===== src/rtl/sonar_quadro_tx_pkg.sv =====
// Shared definitions for the sonar frame transmitter.
// Holds the FSM state encoding (also exported on db_estado), the ASCII
// constants used to build a frame, and the digit-to-ASCII helper.
package sonar_quadro_tx_pkg;

  typedef enum logic [3:0] {
    INICIAL         = 4'd0,
    DISPARA         = 4'd1,
    ESPERA_MEDIDA   = 4'd2,
    CAPTURA         = 4'd3,
    TRANSMITE       = 4'd4,
    ESPERA_TX       = 4'd5,
    PROXIMO         = 4'd6,
    FINAL_QUADRO    = 4'd7,
    AGUARDA_PERIODO = 4'd8
  } estado_t;

  // ASCII '0'..'9' is {3'b011, bcd}
  localparam logic [2:0] ASCII_PREFIXO_DIGITO = 3'b011;
  localparam logic [6:0] ASCII_INTERROGACAO   = 7'h3F;  // '?'
  localparam logic [6:0] ASCII_SEP_PADRAO     = 7'h2C;  // ','
  localparam logic [6:0] ASCII_FIM_PADRAO     = 7'h23;  // '#'

  // A channel that timed out reports '?' in place of every digit.
  function automatic logic [6:0] digito_ascii(input logic [3:0] bcd, input logic falha);
    return falha ? ASCII_INTERROGACAO : {ASCII_PREFIXO_DIGITO, bcd};
  endfunction

endpackage


===== src/rtl/contador_m.sv =====
// Saturating up-counter with terminal flag, used for the period and
// timeout timers.
// Ports:
//   clock - system clock
//   reset - asynchronous active-low reset (clears the count)
//   zera  - synchronous clear, has priority over conta
//   conta - count enable; the count holds once it reaches M-1
//   fim   - high while the count equals M-1
module contador_m #(
  parameter int M = 16,
  parameter int W = (M > 1) ? $clog2(M) : 1
) (
  input  logic clock,
  input  logic reset,
  input  logic zera,
  input  logic conta,
  output logic fim
);

  localparam logic [W-1:0] ULTIMO = W'(M - 1);

  logic [W-1:0] q_q;
  logic [W-1:0] q_d;

  always_comb begin
    q_d = q_q;
    if (zera) begin
      q_d = '0;
    end else if (conta && (q_q != ULTIMO)) begin
      q_d = q_q + 1'b1;
    end
  end

  always_ff @(posedge clock or negedge reset) begin
    if (!reset) begin
      q_q <= '0;
    end else begin
      q_q <= q_d;
    end
  end

  assign fim = (q_q == ULTIMO);

endmodule


===== src/rtl/sonar_quadro_tx.sv =====
// Multi-channel ultrasonic measurement frame transmitter.
// Fires all sensors, waits for their ready pulses (or a timeout), captures
// the BCD readings and sends them one ASCII character at a time as
// "ddd,ddd,...,ddd#", optionally repeating every PERIODO cycles.
// Ports:
//   clock, reset     - system clock, asynchronous active-low reset
//   modo             - 0 single-shot, 1 periodic
//   iniciar          - start request (only honoured in inicial)
//   medidas          - packed BCD readings, channel 0 in the LSBs
//   prontos          - per-channel ready pulses
//   pronto_serial    - serial transmitter finished the current character
//   medir            - trigger pulse to all sensors
//   partida_tx       - start pulse to serial transmitter
//   dados_ascii      - character being transmitted
//   ocupado          - frame in progress
//   fim_quadro       - frame terminator accepted
//   db_falha         - channels that timed out in the last frame
//   db_estado        - current FSM state code
module sonar_quadro_tx
  import sonar_quadro_tx_pkg::*;
#(
  parameter int         N_CH    = 3,
  parameter int         DIGITOS = 3,
  parameter int         PERIODO = 50_000_000,
  parameter int         TIMEOUT = 2_500_000,
  parameter logic [6:0] SEP     = ASCII_SEP_PADRAO,
  parameter logic [6:0] FIM     = ASCII_FIM_PADRAO
) (
  input  logic                      clock,
  input  logic                      reset,
  input  logic                      modo,
  input  logic                      iniciar,
  input  logic [N_CH*4*DIGITOS-1:0] medidas,
  input  logic [N_CH-1:0]           prontos,
  input  logic                      pronto_serial,
  output logic                      medir,
  output logic                      partida_tx,
  output logic [6:0]                dados_ascii,
  output logic                      ocupado,
  output logic                      fim_quadro,
  output logic [N_CH-1:0]           db_falha,
  output logic [3:0]                db_estado
);

  localparam int            LEN     = N_CH * (DIGITOS + 1);
  localparam int            IW      = (LEN > 1) ? $clog2(LEN) : 1;
  localparam logic [IW-1:0] ULTIMO  = IW'(LEN - 1);

  estado_t                     estado_q, estado_d;
  logic [N_CH-1:0]             flags_q, flags_d;
  logic [N_CH*4*DIGITOS-1:0]   dados_q, dados_d;
  logic [N_CH-1:0]             falha_q, falha_d;
  logic [IW-1:0]               idx_q, idx_d;

  logic periodo_fim;
  logic timeout_fim;
  logic zera_timers;
  logic conta_timeout;

  // Both timers restart together with the medir pulse, so the cycle in
  // dispara is already count 0. That makes medir-to-medir exactly PERIODO
  // and dispara-to-captura exactly TIMEOUT.
  assign zera_timers   = (estado_d == DISPARA);
  assign conta_timeout = (estado_q == DISPARA) || (estado_q == ESPERA_MEDIDA);

  contador_m #(.M(PERIODO)) u_periodo (
    .clock (clock),
    .reset (reset),
    .zera  (zera_timers),
    .conta (1'b1),
    .fim   (periodo_fim)
  );

  contador_m #(.M(TIMEOUT)) u_timeout (
    .clock (clock),
    .reset (reset),
    .zera  (zera_timers),
    .conta (conta_timeout),
    .fim   (timeout_fim)
  );

  // Whole frame laid out as a character table over the captured data;
  // the separator slot of the last channel carries the terminator.
  logic [6:0] quadro [LEN];

  for (genvar gi = 0; gi < N_CH; gi++) begin : g_canal
    for (genvar gj = 0; gj < DIGITOS; gj++) begin : g_digito
      assign quadro[gi*(DIGITOS+1) + gj] =
        digito_ascii(dados_q[gi*4*DIGITOS + (DIGITOS-1-gj)*4 +: 4], falha_q[gi]);
    end
    assign quadro[gi*(DIGITOS+1) + DIGITOS] = (gi == N_CH - 1) ? FIM : SEP;
  end

  always_comb begin
    estado_d = estado_q;
    flags_d  = flags_q;
    dados_d  = dados_q;
    falha_d  = falha_q;
    idx_d    = idx_q;
    case (estado_q)
      INICIAL: begin
        if (iniciar) estado_d = DISPARA;
      end
      DISPARA: begin
        flags_d  = '0;
        estado_d = ESPERA_MEDIDA;
      end
      ESPERA_MEDIDA: begin
        // flags_d already includes this cycle's pulses, so a pronto that
        // coincides with the timeout still counts as ready.
        flags_d = flags_q | prontos;
        if ((&flags_d) || timeout_fim) estado_d = CAPTURA;
      end
      CAPTURA: begin
        dados_d  = medidas;
        falha_d  = ~flags_q;
        idx_d    = '0;
        estado_d = TRANSMITE;
      end
      TRANSMITE: begin
        estado_d = ESPERA_TX;
      end
      ESPERA_TX: begin
        if (pronto_serial) estado_d = PROXIMO;
      end
      PROXIMO: begin
        if (idx_q == ULTIMO) begin
          estado_d = FINAL_QUADRO;
        end else begin
          idx_d    = idx_q + 1'b1;
          estado_d = TRANSMITE;
        end
      end
      FINAL_QUADRO: begin
        estado_d = modo ? AGUARDA_PERIODO : INICIAL;
      end
      AGUARDA_PERIODO: begin
        if (!modo) begin
          estado_d = INICIAL;
        end else if (periodo_fim) begin
          estado_d = DISPARA;
        end
      end
      default: estado_d = INICIAL;
    endcase
  end

  always_ff @(posedge clock or negedge reset) begin
    if (!reset) begin
      estado_q <= INICIAL;
      flags_q  <= '0;
      dados_q  <= '0;
      falha_q  <= '0;
      idx_q    <= '0;
    end else begin
      estado_q <= estado_d;
      flags_q  <= flags_d;
      dados_q  <= dados_d;
      falha_q  <= falha_d;
      idx_q    <= idx_d;
    end
  end

  assign medir       = (estado_q == DISPARA);
  assign partida_tx  = (estado_q == TRANSMITE);
  assign fim_quadro  = (estado_q == FINAL_QUADRO);
  assign ocupado     = (estado_q != INICIAL) && (estado_q != AGUARDA_PERIODO);
  assign dados_ascii = ((estado_q == TRANSMITE) || (estado_q == ESPERA_TX)) ? quadro[idx_q] : 7'h00;
  assign db_falha    = falha_q;
  assign db_estado   = estado_q;

endmodule

===== config.mk =====
export PLATFORM = sky130hd
export DESIGN_NAME = sonar_quadro_tx
export DESIGN_NICKNAME = d
export VERILOG_FILES = /design/src/rtl/sonar_quadro_tx_pkg.sv /design/src/rtl/contador_m.sv /design/src/rtl/sonar_quadro_tx.sv
export SDC_FILE = /design/constraint.sdc
export NUM_CORES = 1
export LEC_CHECK = 0
export ABC_AREA = 1
export ABC_CLOCK_PERIOD_IN_PS = 6900
export CORE_MARGIN = 2
export CORE_UTILIZATION = 60
export CTS_CLUSTER_DIAMETER = 120
export DETAILED_ROUTE_END_ITERATION = 7
export GPL_TIMING_DRIVEN = 0
export PLACE_DENSITY = 0.83
export SLEW_MARGIN = 20
export SYNTH_ARGS = -nofsm -noshare
export SYNTH_HDL_FRONTEND = slang
export SYNTH_HIERARCHICAL = 1
export SYNTH_SLANG_ARGS = --single-unit

===== constraint.sdc =====
create_clock -name clock -period 6.9 [get_ports clock]
set_input_delay 1.035 -clock clock [delete_from_list [all_inputs] [get_ports clock]]
set_output_delay 1.035 -clock clock [all_outputs]
set_load 0.03 [all_outputs]

==> impl_metrics.tcl, run 1 <==
set metrics [dict create \
    status "finished clean" \
    drive_above_1_share_pct 6.37 \
    start_kind "flop" \
    min_to "db_falha[0]" \
    die_h_um 104 \
    worstSetupPathType "reg2out" \
    coreArea_mm2 0.00968 \
    arrival_ns 2.70 \
    synth_fp_nets 930 \
    maxSlewHeadroom_pct 63.4 \
    swShare_pct 45.1 \
    ir_drop_v 0.000232 \
    tns_ns 0 \
    drtIter0Drc 432 \
    worstRegToRegCells 19 \
    wl_per_cell_um 13.6 \
    leakage_nw 3.40 \
    synthCells 881 \
    cts_hold_buf 0 \
    critPathMaxFanout 10 \
    ys_seq_area_share_pct 41.3 \
    ant_nets 0 \
    synth.avg_cell_area_um2 6.75 \
    cts.sinks 98 \
    track_usage_pct 29.2 \
    path_buf_inv 2 \
    min_from "flags_q[0]" \
    regArea_mm2 0.00245 \
    num-fill-cells 819 \
    cap_violations 0 \
    timing.fmax_mhz 267 \
    path_clk_slew_ns 0.10 \
    clk_path_buf_depth 2 \
    ys_types 36 \
    power_per_cell_area_mw_per_mm2 346 \
    grt_pass1_wl_mm 25.6 \
    rows 36 \
    worstPathRequired_ns 5.86 \
    drc 0 \
    num_vias 5803 \
    fin_skew_ns 0.0177 \
    synth_area_leaders "dfrtp_1, nand2_1, nor2_1" \
    nNetsFinal 1002 \
    postCtsSetupBuffers 0 \
    wl_mm 14.8 \
    cts_tree "done" \
    dp_hpwl_mm 11.2 \
    ys_ff_latch 98 \
    tightestPinTransition_ns 0.547 \
    synth_top_area_share_pct 41.3 \
    gp_congestion 0.976 \
    rrSetupSlack_ns 3.85 \
    clock-root-buffer "clkbuf_8" \
    cp_cell_sequence "buf_2, nor2_1, nand2_1, nand4_1, nand3_1, a21oi_1, clkdlybuf4s50_1" \
    yosysWarnings 6 \
    slowest_stage "clkdlybuf4s50_1" \
    r2r-end "u_timeout/q_q[18]" \
    maxSlewViolCount 0 \
    grt_max_degree 58 \
    hold_path_depth 1 \
    cp_slowest_stage_delay_ns 0.70 \
    cts_made_buffers 9 \
    crit_family "buffers and inverters" \
    seqPwrFrac_pct 39.3 \
    antenna_found_initial 0 \
    antenna_cells 0 \
    hold_slack_ns 0.479 \
    cts.htree.levels 3 \
    hold_viol 0 \
    worstSetupEndpointType "primary output" \
    start_util_pct 61.4 \
    multi_input_area_mm2 0.00308 \
    syn2layout_area_growth_pct 16.8 \
    insertion_delay_ns 0.39 \
    port_buffers 60 \
    finalCriticalPeriod_ns 3.74 \
    dieArea_mm2 0.0107 \
    grt_overflow 0 \
    synth_area_mm2 0.00594 \
    setup_viol 0 \
    hp-class "reg2reg" \
    comb_power_share_pct 44.7 \
    clkPwrFrac_pct 16.0 \
    ctsResizeCount 0 \
    grt_pass1_vias 5656 \
    p_sw_w 0.00108 \
    dieWidth_um 104 \
    ios 62 \
    r2r-start "u_timeout/q_q[0]" \
    rsz0062_at_grt "no" \
    post-route-period-util_pct 54.2 \
    vias_per_cell 5.32 \
    intPower_w 0.00132 \
    yosys.area.top_type "dfrtp_1" \
    drt_first_pass_iters 5 \
]
## stage by stage
step	setup slack [ns]	std cells	area, um2	total power (W)	utilization [%]
2_1_floorplan	4.17	881	5940	0.00164	-
3_3_place_gp	1.24	1074	6710	0.00197	69.3
3_5_place_dp	3.46	1075	6740	0.00201	69.6
4_1_cts	3.23	1091	6940	0.00241	71.7
5_1_grt	3.04	1091	6940	0.00259	71.7
6_report	3.16	1091	6940	0.00240	71.7
## final cells by class
| class | instances | area share [%] |
|---|---|---|
| Clock inverter | 6 | 1.05 |
| Multi-Input combinational cell | 693 | 44.4 |
| Sequential cell | 98 | 35.3 |
| Inverter | 66 | 3.59 |
| Clock buffer | 10 | 1.84 |
| Timing Repair Buffer | 61 | 9.07 |
| Buffer | 24 | 2.29 |
| Tap cell | 133 | 2.40 |
## worst reg2reg max path: stages (launching register included)
cell	delay [ns]
dfrtp_1	0.47
ha_1	0.27
inv_1	0.09
nor2_4	0.15
inv_1	0.07
nor2_1	0.12
nand3b_1	0.09
inv_1	0.05
o21bai_1	0.09
nand2_1	0.08
nand2_1	0.06
nor2_1	0.05
nor2_1	0.17
clkbuf_1	0.34
inv_1	0.23
nand2_2	0.14
clkinv_2	0.16
buf_6	0.20
nand2_1	0.06
nand2_1	0.05
## registers in the layout, summed over array words and instances (netlist names)
name	flops
u_periodo/q_q	26
idx_q	4
db_estado	4
u_timeout/q_q	22
db_falha	3
flags_q	3
dados_q	36
## synth_stat cells
cell	n
nor2_1	114
buf_1	1
and2_1	1
buf_4	2
nand3b_1	2
buf_2	10
nand4_1	29
o211ai_1	1
or2_2	1
nand2_2	7
clkbuf_4	1
nor3b_1	2
a211oi_1	1
nor2_4	6
conb_1	2
clkinv_2	1
clkbuf_1	4
nor2_2	4
o21ai_1	3
a21oi_2	1
xor2_1	16
inv_2	3
a21oi_1	13
nor3_1	4
nand3_1	57
clkinv_1	1
nand2_1	391
xnor2_1	1
dfrtp_1	98
o21bai_1	8
ha_1	5
inv_1	61
nor2_8	1
o21ai_2	1
o21ai_0	22
buf_6	6
## routing by layer
metal	GRT usage [%]	share of wire, %	wire [um]	up-vias
li1	-	-	-	2903
met1	35.3	42	6170	2665
met2	50.6	50	7350	203
met3	6.29	6.1	900	32
met4	12.5	2.6	381	0
met5	0	0	0	-
## kinds of logic after synthesis
logic type / after synthesis / share of synthesized area (%)
adders and majority gates: 5 / 1.05
AOI/OAI and AO/OA: 50 / 4.76
DFF: 98 / 41.3
buffers and inverters: 90 / 6.86
and+or+nand+nor: 619 / 43.4
xor gates and xnor gates: 17 / 2.51
other: 2 / 0.126
## power by group through the flow
stage / clock (W) / combinational, W / sequential [W]
final: 0.000384 / 0.00107 / 0.000944
after global routing: 0.000419 / 0.00120 / 0.000969
after CTS: 0.000394 / 0.00108 / 0.000939
after detailed placement: 0 / 0.00107 / 0.000946
after global placement: 0 / 0.00103 / 0.000941
after floorplan: 0 / 0.000711 / 0.000928
## how the worst max path moves through the flow
stage	to	from	slack, ns	depth (start not counted)
after global routing	dados_ascii[2]	idx_q[0]	3.04	7
after global placement	dados_q[11]	reset	1.24	1
after detailed placement	u_timeout/q_q[6]	prontos[1]	3.46	16
after CTS	dados_ascii[3]	idx_q[0]	3.23	7
final	dados_ascii[2]	idx_q[0]	3.16	7
after floorplan	dados_ascii[4]	db_estado[2]	4.17	4
## cell usage in the layout (no fill, tap or decap), drive strengths merged, types with 2 or more instances in the layout
cell type      netlist  routed
a21oi               14      14
buf                 19      21
clkbuf               5      15
clkdlybuf4s50        0      59
clkinv               2       4
conb                 2       2
dfrtp               98      98
ha                   5       5
inv                 64      66
nand2              398     398
nand3               57      57
nand3b               2       2
nand4               29      29
nor2               125     125
nor3                 4       4
nor3b                2       2
o21ai               26      26
o21bai               8       8
xor2                16      16
No activity file was read; power rests on OpenSTA's default activity.
==> run 2: changes to the inputs <==
- ABC_CLOCK_PERIOD_IN_PS: 6900 -> 3100
- CORE_UTILIZATION: 60 -> 52
- PLACE_DENSITY: 0.83 -> 0.76
- clock period: 6.9 -> 3.1 ns (I/O delays scaled with it)
==> impl_metrics.tcl, run 2 (synthesis results as in run 1) <==
set metrics [dict create \
    worstPathRequired_ns 2.63 \
    cp-startpoint "idx_q[0]" \
    critPathMaxFanout 10 \
    status "finished clean" \
    path_clk_slew_ns 0.07 \
    hp-class "in2async" \
    intPower_w 0.00328 \
    dieWidth_um 111 \
    cts.sinks 98 \
    num_vias 5646 \
    ctsResizeCount 0 \
    timing.fmax_mhz 336 \
    seqPwrFrac_pct 36.6 \
    track_usage_pct 24.8 \
    start_util_pct 52.7 \
    dp_slack_ns 0.104 \
    leakage_nw 3.49 \
    die_h_um 111 \
    regArea_mm2 0.00245 \
    swShare_pct 42.6 \
    ir_drop_v 0.000631 \
    layoutNonFillerInstCount 1101 \
    num-fill-cells 1025 \
    drtIter0Drc 396 \
    p_sw_w 0.00244 \
    final_cell_mix "nand2_1, nor2_1, dfrtp_1" \
    r2r-start "u_periodo/q_q[12]" \
    grt_pass1_vias 5356 \
    wl_mm 14.7 \
    fin_ws_ns 0.122 \
    power_per_cell_area_mw_per_mm2 806 \
    fin_skew_ns 0.0107 \
    nNetsFinal 1002 \
    port_buffers 60 \
    cap_violations 0 \
    cts.htree.levels 3 \
    multi_input_area_mm2 0.00309 \
    wl_per_cell_um 13.4 \
    worstSetupEndpointType "primary output" \
    grt_max_degree 57 \
    grt_overflow 0 \
    cts_tree "done" \
    clock-root-buffer "clkbuf_16" \
    tns_ns 0 \
    clk_path_buf_depth 2 \
    top_register "dados_q" \
    setup_viol 0 \
    top_regs "dados_q: 36 flops, u_periodo/q_q: 26 flops, u_timeout/q_q: 22 flops" \
    drive_above_1_share_pct 6.78 \
    dp.cells 1085 \
    arrival_ns 2.51 \
    dp_hpwl_mm 10.8 \
    drc 0 \
    antenna_found_initial 0 \
    ios 62 \
    cts_hold_buf 0 \
    ant_nets 0 \
    post-route-period-util_pct 96.1 \
    vias_per_cell 5.13 \
    worstSetupPathType "reg2out" \
    clkPwrFrac_pct 21.9 \
    cts_made_buffers 9 \
    insertion_delay_ns 0.36 \
    rows 39 \
    dieArea_mm2 0.0123 \
    largest_reg_flops 36 \
    maxSlewViolCount 0 \
    drt_first_pass_iters 5 \
    power_w 0.00572 \
    antenna_cells 0 \
    finalCriticalPeriod_ns 2.98 \
    comb_power_share_pct 41.5 \
    syn2layout_area_growth_pct 19.4 \
    postCtsSetupBuffers 0 \
    coreArea_mm2 0.0113 \
    rsz0062_at_grt "no" \
    grt_pass1_wl_mm 24.9 \
    gp_congestion 0.950 \
    hold_viol 0 \
    final_common_cell "nand2_1" \
    start_kind "flop" \
]
run 2: cell count changes in the layout (fill, tap and decap cells not counted), sizes merged:
cell and delta:
bufinv +1, clkbuf -1, clkdlybuf4s50 -1, clkinvlp -1, dlymetal6s2s +1, inv +1
run 2: final timing paths:
path / end / slack, ns / depth (start not counted)
min in group clock: dados_q[0] / 0.48 / 2
hold / removal: u_timeout/q_q[18] / 0.02 / 1
max in group asynchronous: dados_q[7] / 2.47 / 2
hold reg to reg: dados_q[0] / 0.48 / 2
setup reg to reg: u_timeout/q_q[17] / 0.30 / 17
setup / recovery: dados_ascii[1] / 0.12 / 10
run 2: layout make-up:
cell class                      instances  share of cell area (%)
Timing Repair Buffer                   61                    8.91
Clock inverter                          7                    1.55
Multi-Input combinational cell        693                    43.5
Clock buffer                            9                    3.17
Inverter                               66                    3.51
Tap cell                              143                    2.52
Buffer                                 24                    2.26
Sequential cell                        98                    34.6
run 2: layer usage:
layer  part of all wire [%]  up-vias  global-route usage (%)
met5                      0        -                       0
met4                    2.7        0                    8.33
met3                    5.6       33                    5.80
met2                     47      158                    41.4
met1                     44     2552                    31.8
li1                       -     2903                       -
run 2: power groups by stage:
| stage | sequential [W] | combinational, W | clock (W) |
|---|---|---|---|
| 2_1_floorplan | 0.00207 | 0.00158 | 0 |
| 3_3_place_gp | 0.00210 | 0.00232 | 0 |
| 3_5_place_dp | 0.00210 | 0.00237 | 0 |
| 4_1_cts | 0.00209 | 0.00239 | 0.00128 |
| 5_1_grt | 0.00216 | 0.00264 | 0.00132 |
| 6_report | 0.00209 | 0.00237 | 0.00125 |
run 2: per-stage QoR:
stage	util, %	instance area (um2)	hold slack (ns)
after global routing	62.9	7090	0.0373
after floorplan	-	5940	0.169
final	62.9	7090	0.0171
after detailed placement	59.9	6750	0.405
after global placement	59.6	6720	0.459
after CTS	62.9	7090	0.0201
run 2: critical path: stages, from the launching register on:
cell	delay (ns)
dfrtp_1	0.40
buf_2	0.19
inv_1	0.15
buf_4	0.20
nand2_1	0.06
nand3_1	0.07
nand2_1	0.06
nand2_1	0.05
nand3_1	0.09
a21oi_1	0.18
clkdlybuf4s50_1	0.70
==> run 3: changes to the inputs <==
- CTS_CLUSTER_SIZE: default -> 10
- GPL_TIMING_DRIVEN: 0 -> default
==> impl_metrics.tcl, run 3 (synthesis results as in run 1) <==
set metrics [dict create \
    tightestPinTransition_ns 0.597 \
    clock-root-buffer "clkbuf_16" \
    final_cell_mix "nand2_1, nor2_1, dfrtp_1" \
    grt_max_degree 62 \
    worstRegToRegCells 17 \
    vias_per_cell 5.15 \
    num_vias 5589 \
    worstPathRequired_ns 2.63 \
    leakage_nw 3.38 \
    tns_ns 0 \
    track_usage_pct 24.5 \
    maxSlewViolCount 0 \
    grt_overflow 0 \
    postCtsSetupBuffers 0 \
    drt_first_pass_iters 5 \
    top_register "dados_q" \
    final_common_cell "nand2_1" \
    seqPwrFrac_pct 38.5 \
    intPower_w 0.00307 \
    finalCriticalPeriod_ns 2.86 \
    cts_made_buffers 9 \
    wl_per_cell_um 13.2 \
    rrSetupSlack_ns 0.43 \
    wl_mm 14.4 \
    gp_congestion 0.916 \
    cap_violations 0 \
    syn2layout_area_growth_pct 16.6 \
    comb_power_share_pct 41.4 \
    ant_nets 0 \
    dieWidth_um 111 \
    dp_slack_ns 0.440 \
    swShare_pct 43.6 \
    antenna_found_initial 0 \
    cp-startpoint "idx_q[0]" \
    top_regs "dados_q: 36 flops, u_periodo/q_q: 26 flops, u_timeout/q_q: 22 flops" \
    power_per_cell_area_mw_per_mm2 786 \
    insertion_delay_ns 0.36 \
    coreArea_mm2 0.0113 \
    grt_pass1_vias 5218 \
    fin_ws_ns 0.239 \
    grt_pass1_wl_mm 24.7 \
    drive_above_1_share_pct 5.52 \
    hold_viol 0 \
    cts_tree "done" \
    dp_hpwl_mm 10.2 \
    ios 62 \
    r2r-end "u_timeout/q_q[18]" \
    dp.cells 1069 \
    r2r-start "u_timeout/q_q[0]" \
    drtIter0Drc 366 \
    status "finished clean" \
    die_h_um 111 \
    antenna_cells 0 \
    maxSlewHeadroom_pct 60.1 \
    dieArea_mm2 0.0123 \
    worstSetupPathType "reg2out" \
    critPathMaxFanout 14 \
    cts.htree.levels 3 \
    port_buffers 60 \
    rsz0062_at_grt "no" \
    path_clk_slew_ns 0.07 \
    placed_area_mm2 0.00664 \
    ir_drop_v 0.000514 \
    arrival_ns 2.40 \
    power_w 0.00545 \
    cts.sinks 98 \
    clk_path_buf_depth 2 \
    fin_area_mm2 0.00693 \
    p_sw_w 0.00238 \
    largest_reg_flops 36 \
    start_kind "flop" \
    drc 0 \
    hp-class "in2async" \
    clkPwrFrac_pct 20.0 \
    layoutNonFillerInstCount 1085 \
    rows 39 \
    fin_skew_ns 0.00604 \
    num-fill-cells 1073 \
    nNetsFinal 986 \
    setup_viol 0 \
    worstSetupEndpointType "primary output" \
    post-route-period-util_pct 92.3 \
    start_util_pct 52.7 \
    timing.fmax_mhz 349 \
    cts_hold_buf 0 \
]
==> run 3: worst max path at each step <==
stage / slack [ns] / cells past startpoint / to
after floorplan: 0.65 / 19 / u_timeout/q_q[19]
after global placement: 0.47 / 7 / dados_ascii[2]
after detailed placement: 0.44 / 17 / u_timeout/q_q[10]
after CTS: 0.06 / 7 / dados_ascii[2]
after global routing: 0.05 / 8 / dados_ascii[0]
final: 0.24 / 8 / dados_ascii[0]
==> run 3: power groups by stage <==
stage	Sequential (W)	Clock, W	Combinational, W
finish	0.00210	0.00109	0.00226
global route	0.00216	0.00118	0.00254
CTS	0.00210	0.00112	0.00228
detailed placement	0.00212	0	0.00226
global placement	0.00210	0	0.00223
floorplan	0.00207	0	0.00158
==> run 3: repair_timing <==
action,CTS,global route
setup endpoints to repair,0,4
endpoints found under the hold margin,0,0
gates resized for setup,0,1
==> run 3: final cells by class <==
class	instances	area, um2	share of cell area, %
clock buffer	10	239	3.45
clock inverter	6	48.8	0.704
inverter	66	249	3.59
multi-input combinational	693	3090	44.5
sequential	98	2450	35.4
tap	143	179	2.58
timing repair buffer	69	678	9.78
==> run 3: worst max-delay path, stage by stage, from the launching register on <==
cell and delay [ns]:
dfrtp_1 0.41, inv_1 0.33, o21ai_0 0.15, nand2_1 0.08, nand2_1 0.05, nand2_1 0.06, nand3_1 0.09, a21oi_1 0.17
clkdlybuf4s50_1 0.69
==> run 3: routing by layer <==
metal	GRT usage, %	share of wire, %
met2	42.0	49
met1	32.0	45
met5	0	0
met4	6.00	0.94
met3	4.87	4.5
==> run 3: metrics by stage <==
stage | hold slack [ns] | util [%]
after CTS | 0.0861 | 61.5
after global placement | 0.447 | 58.9
after floorplan | 0.169 | -
after global routing | 0.110 | 61.5
final | 0.0748 | 61.5
after detailed placement | 0.453 | 58.9
